===== config.mk =====
export PLATFORM = sky130hd
export DESIGN_NAME = vga_mem_writer
export DESIGN_NICKNAME = d
export VERILOG_FILES = /design/src/rtl/vga_mem_writer.sv
export SDC_FILE = /design/constraint.sdc
export NUM_CORES = 1
export LEC_CHECK = 0
export CORE_ASPECT_RATIO = 1.4
export CORE_UTILIZATION = 45
export CTS_BUF_LIST = sky130_fd_sc_hd__clkbuf_8
export DETAILED_ROUTE_END_ITERATION = 8
export DONT_BUFFER_PORTS = 1
export GPL_TIMING_DRIVEN = 0
export PLACE_DENSITY_LB_ADDON = 0.08
export SLEW_MARGIN = 20
export SYNTH_ARGS = -nofsm -noshare
export SYNTH_HDL_FRONTEND = slang
export SYNTH_SLANG_ARGS = --single-unit

===== constraint.sdc =====
create_clock -name clk -period 2.4 [get_ports clk]
set_input_delay 0.24 -clock clk [delete_from_list [all_inputs] [get_ports clk]]
set_output_delay 0.24 -clock clk [all_outputs]
set_load 0.05 [all_outputs]

===== src/rtl/vga_mem_writer.sv =====
// Write-port feeder for the VGA controller's two line memories: turns a
// command plus a 32-bit word stream into data/wraddress/wren/memorySel.
module vga_mem_writer #(
  parameter int ADDR_W     = 6,
  parameter int DATA_W     = 32,
  parameter bit VSYNC_GATE = 1'b1
) (
  input  logic              clk,
  input  logic              rst,
  input  logic              cmd_valid,
  output logic              cmd_ready,
  input  logic              cmd_sel,
  input  logic [ADDR_W-1:0] cmd_base,
  input  logic [ADDR_W:0]   cmd_len,
  input  logic              word_valid,
  output logic              word_ready,
  input  logic [DATA_W-1:0] word_data,
  input  logic              vsync,
  output logic [DATA_W-1:0] data,
  output logic [ADDR_W-1:0] wraddress,
  output logic              wren,
  output logic              memorySel,
  output logic              busy,
  output logic              done
);

  // state   | meaning
  // IDLE    | ready for a command
  // WAIT_VS | burst latched, holding for a vsync falling edge
  // WRITE   | accepting stream words, one memory write per word
  // DONE    | one-cycle completion pulse
  typedef enum logic [1:0] {
    IDLE    = 2'd0,
    WAIT_VS = 2'd1,
    WRITE   = 2'd2,
    DONE    = 2'd3
  } state_t;

  localparam logic [ADDR_W:0]   DEPTH    = {1'b1, {ADDR_W{1'b0}}};
  localparam logic [ADDR_W:0]   LEN_ONE  = {{ADDR_W{1'b0}}, 1'b1};
  localparam logic [ADDR_W-1:0] ADDR_ONE = {{(ADDR_W-1){1'b0}}, 1'b1};

  state_t r_state;
  state_t w_next;

  logic              r_vs_s1;
  logic              r_vs_s2;
  logic              r_vs_prev;
  logic              w_vs_fall;

  logic [ADDR_W-1:0] r_addr;
  logic [ADDR_W:0]   r_remaining;
  logic [ADDR_W:0]   w_len_sat;
  logic              w_xfer;
  logic              w_last;

  logic [DATA_W-1:0] r_data;
  logic [ADDR_W-1:0] r_wraddress;
  logic              r_wren;
  logic              r_mem_sel;

  assign w_vs_fall = r_vs_prev & ~r_vs_s2;
  assign w_len_sat = (cmd_len > DEPTH) ? DEPTH : cmd_len;
  assign w_xfer    = (r_state == WRITE) && word_valid;
  assign w_last    = w_xfer && (r_remaining == LEN_ONE);

  always_ff @(posedge clk) begin
    if (rst) begin
      r_state <= IDLE;
    end else begin
      r_state <= w_next;
    end
  end

  always_comb begin
    w_next = r_state;
    unique case (r_state)
      IDLE: begin
        if (cmd_valid) begin
          if (cmd_len == '0) begin
            w_next = DONE;
          end else if (VSYNC_GATE) begin
            w_next = WAIT_VS;
          end else begin
            w_next = WRITE;
          end
        end
      end
      WAIT_VS: begin
        if (w_vs_fall) begin
          w_next = WRITE;
        end
      end
      WRITE: begin
        if (w_last) begin
          w_next = DONE;
        end
      end
      DONE: begin
        w_next = IDLE;
      end
      default: begin
        w_next = IDLE;
      end
    endcase
  end

  // cmd_ready is masked by rst so it reads 0 while reset is held.
  always_comb begin
    cmd_ready  = (r_state == IDLE) && !rst;
    word_ready = (r_state == WRITE);
    busy       = (r_state == WAIT_VS) || (r_state == WRITE);
    done       = (r_state == DONE);
  end

  always_ff @(posedge clk) begin
    if (rst) begin
      r_vs_s1     <= 1'b1;
      r_vs_s2     <= 1'b1;
      r_vs_prev   <= 1'b1;
      r_addr      <= '0;
      r_remaining <= '0;
      r_data      <= '0;
      r_wraddress <= '0;
      r_wren      <= 1'b0;
      r_mem_sel   <= 1'b0;
    end else begin
      r_vs_s1   <= vsync;
      r_vs_s2   <= r_vs_s1;
      r_vs_prev <= r_vs_s2;
      r_wren    <= 1'b0;
      if ((r_state == IDLE) && cmd_valid) begin
        r_mem_sel   <= cmd_sel;
        r_addr      <= cmd_base;
        r_remaining <= w_len_sat;
      end
      if (w_xfer) begin
        r_data      <= word_data;
        r_wraddress <= r_addr;
        r_wren      <= 1'b1;
        r_addr      <= r_addr + ADDR_ONE;
        r_remaining <= r_remaining - LEN_ONE;
      end
    end
  end

  assign data      = r_data;
  assign wraddress = r_wraddress;
  assign wren      = r_wren;
  assign memorySel = r_mem_sel;

endmodule


==> impl_table.tex <==
\begin{tabular}{lr}
\hline
Metric & Value \\
\hline
\multicolumn{2}{l}{\textbf{STA}} \\
Maximum achievable frequency & 464 MHz \\
RSZ-0062 raised after global routing & false \\
Final worst path period share & 0.897 \\
Post-layout worst setup margin & 0.247 ns \\
Post-route setup TNS & 0 ns \\
Min cycle time layout & 2.15 ns \\
Worst slew margin & 0.365 \\
Final setup viols & 0 \\
Post-Route Skew & 0.00466 ns \\
Final Max Tran Viols & 0 \\
Number of hold violations in the final report & 0 \\
Slew @ Worst Pin & 0.950 ns \\
Hold WS & 0.0105 ns \\
\multicolumn{2}{l}{\textbf{Detailed routing}} \\
Met1 wire length & 2.34 mm \\
Number of vias in the routed layout & 2040 \\
Top Metal Used & met4 \\
Mean routed wirelength per cell & 15.5 um \\
Remaining DRCs & 0 \\
Iteration-0 DRC Markers & 100 \\
Count of nets left with antenna violations after detail routing & 0 \\
Detailed route wirelength on metal2 & 2.99 mm \\
Post-Route WL & 5.79 mm \\
Routed length on met3 & 365 um \\
1st-pass router iterations & 4 \\
Number of vias per cell after detailed routing & 5.45 \\
\multicolumn{2}{l}{\textbf{Global route}} \\
Number of global-route vias before repair & 1928 \\
Antenna violations before repair & 0 \\
Wire length of the first global-routing pass & 9.25 mm \\
All-layer global routing usage & 0.216 \\
Aggregate global routing overflow & 0 \\
Maximum number of pins on one net before global-route repair & 11 \\
\multicolumn{2}{l}{\textbf{Synth}} \\
Cell accounting for the most synthesized area & sky130\_fd\_sc\_hd\_\_dfxtp\_1 \\
Async SR Flop Fraction & 0 \\
Share of the synthesized area in the top cell type & 0.488 \\
Synth Register Bits & 58 \\
Count of cell types in the netlist & 36 \\
Most used flip-flop cell after synthesis & sky130\_fd\_sc\_hd\_\_dfxtp\_1 \\
Number of instances in the synthesized netlist & 295 \\
Cell types with the highest counts after synthesis & 87 x sky130\_fd\_sc\_hd\_\_nand2\_1, 58 x sky130\_fd\_sc\_hd\_\_dfxtp\_1, 51 x sky130\_fd\_sc\_hd\_\_a21oi\_1 \\
Most numerous cell in the Yosys netlist & sky130\_fd\_sc\_hd\_\_nand2\_1 \\
Number of enable flip-flop cells after synthesis & 0 \\
Syn Nets & 354 \\
Sequential area share after synthesis & 0.488 \\
Netlist Area Pre-Place & 2380 sq um \\
Average cell area after synthesis & 8.06 sq um \\
Synth Warn \# & 0 \\
Top post-synthesis cells by area & sky130\_fd\_sc\_hd\_\_dfxtp\_1 49\%, sky130\_fd\_sc\_hd\_\_nand2\_1 14\%, sky130\_fd\_sc\_hd\_\_a21oi\_1 11\% \\
\multicolumn{2}{l}{\textbf{Power}} \\
Sequential fraction of design power & 0.435 \\
Internal power & 1980 uW \\
VDD IR max & 0.539 mV \\
Overall Power & 3300 uW \\
Switching power & 1320 uW \\
Power density cells & 1240 nW/um\^{}2 \\
Leak Pwr & 0.000937 uW \\
Logic pwr share & 0.286 \\
Switching part of the total & 0.401 \\
Clock share of power & 0.279 \\
\multicolumn{2}{l}{\textbf{CTS}} \\
Clock buffer count from CTS & 9 \\
Deepest clock path buffer count & 2 \\
CTS clk-pin slew, worst paths & 0.06 ns \\
Resize count post-CTS & 0 \\
Cts-stage hold buffer count & 0 \\
Clk\_lat worst skew & 0.33 ns \\
Cell at the root of the clock tree & sky130\_fd\_sc\_hd\_\_clkbuf\_8 \\
Count of buffers added by post-CTS timing repair for setup & 0 \\
TritonCTS clock tree & done \\
Number of levels in the clock H-tree & 3 \\
Number of sinks driven by the clock tree & 58 \\
\multicolumn{2}{l}{\textbf{Floorplanning}} \\
Total Die Area & 5580 sq um \\
Initial core utilization & 0.480 \\
Row count & 30 \\
Core area & 4950 sq um \\
Die extent in y & 88.0 um \\
Horiz. Die Dim & 63.4 um \\
Io pins & 95 \\
\multicolumn{2}{l}{\textbf{Job}} \\
Max Cap Violations & 0 \\
\multicolumn{2}{l}{\textbf{Critical path}} \\
Worst EP arrival & 2.38 ns \\
Critical Setup Path Class & register to register \\
Crit. End Element & register \\
Worst reg-to-reg setup slack & 0.25 ns \\
Critical Path RT & 2.63 ns \\
Sort of element at the start of the critical path & register \\
Biggest fanout along the worst timing path & 10 \\
\multicolumn{2}{l}{\textbf{Final layout}} \\
Antenna cell count & 0 \\
Synth-to-layout area growth & 12.0\% \\
Core Util, Final & 0.538 \\
Proportion of layout cells with a drive suffix above 1 & 0.0871 \\
Nets@finish & 365 \\
\multicolumn{2}{l}{\textbf{Place}} \\
DP Wirelength & 4.17 mm \\
Routability congestion estimate from global placement & 0.799 \\
Worst Setup Slack post-DPL & 0.0486 ns \\
Count of buffers from port buffering & 0 \\
\multicolumn{2}{l}{\textbf{Run status}} \\
Run status & complete, no violations \\
\multicolumn{2}{l}{\textbf{Min path}} \\
Min-Delay Path Class & input port to register \\
\hline
\end{tabular}
==> registers in the layout (all words and copies together) (netlist names) <==
name	cells
data	32
r_remaining	7
r_addr	6
wraddress	6
r_state	2
memorySel	1
r_vs_prev	1
r_vs_s1	1
r_vs_s2	1
wren	1
==> layer usage <==
layer | global-route usage | vias to the layer above
met5 | 0 | -
met4 | 0.118 | 0
met3 | 0.0521 | 10
met2 | 0.368 | 63
met1 | 0.248 | 947
li1 | - | 1020
==> per-stage QoR <==
step	cells	cell area, sq um
after detailed placement	359	2460
final	374	2670
after floorplan	295	2380
after global routing	374	2670
after global placement	359	2460
after CTS	374	2660
==> kinds of logic after synthesis <==
family | count (synthesis) | share of synthesized area
AND/OR/NAND/NOR | 129 | 0.231
flip-flops | 58 | 0.488
AO/OA/AOI/OAI | 78 | 0.203
buffers and inverters | 22 | 0.0358
adder cells (fa/ha/maj) | 8 | 0.0421
==> critical path, cell delays in order (launching register included) <==
cell and delay (ns):
sky130_fd_sc_hd__dfxtp_1 0.36, sky130_fd_sc_hd__inv_1 0.11, sky130_fd_sc_hd__ha_2 0.34, sky130_fd_sc_hd__and2_1 0.24
sky130_fd_sc_hd__buf_2 0.19, sky130_fd_sc_hd__a21oi_1 0.46, sky130_fd_sc_hd__a21oi_1 0.08, sky130_fd_sc_hd__o221a_2 0.26
==> power groups by stage <==
stage	clock (uW)	combinational, uW	sequential [uW]
floorplan	0	776	1420
global placement	0	936	1450
detailed placement	0	944	1460
CTS	930	947	1430
global route	972	1040	1460
finish	922	943	1430
==> cell type report <==
class	instances	area (sq um)
inverters	6	22.5
well taps	64	80.1
multi-input cells	215	1130
plain buffers	16	62.6
clock inverters	3	38.8
fillers	509	2290
flip-flops and latches	58	1160
clock buffers	12	165
==> worst paths after layout <==
| check | start | endpoint | cells after the start |
|---|---|---|---|
| setup / recovery | r_state[0] | r_remaining[5] | 7 |
| hold / removal | vsync | r_vs_s1 | 1 |
| setup reg to reg | r_state[0] | r_remaining[5] | 7 |
| hold reg to reg | r_vs_s1 | r_vs_s2 | 1 |
==> layout by cell type, fill, tap and decap left out, types with 4 or more instances in the layout <==
cell type / count
sky130_fd_sc_hd__o21ai_0: 8
sky130_fd_sc_hd__dfxtp_1: 58
sky130_fd_sc_hd__clkbuf_8: 12
sky130_fd_sc_hd__nor2b_1: 4
sky130_fd_sc_hd__nor2_1: 14
sky130_fd_sc_hd__nand2_1: 87
sky130_fd_sc_hd__nor3_1: 8
sky130_fd_sc_hd__clkbuf_1: 11
sky130_fd_sc_hd__inv_1: 7
sky130_fd_sc_hd__a21oi_1: 51
sky130_fd_sc_hd__ha_1: 7
Note: power is estimated with default switching activity, not from simulation.
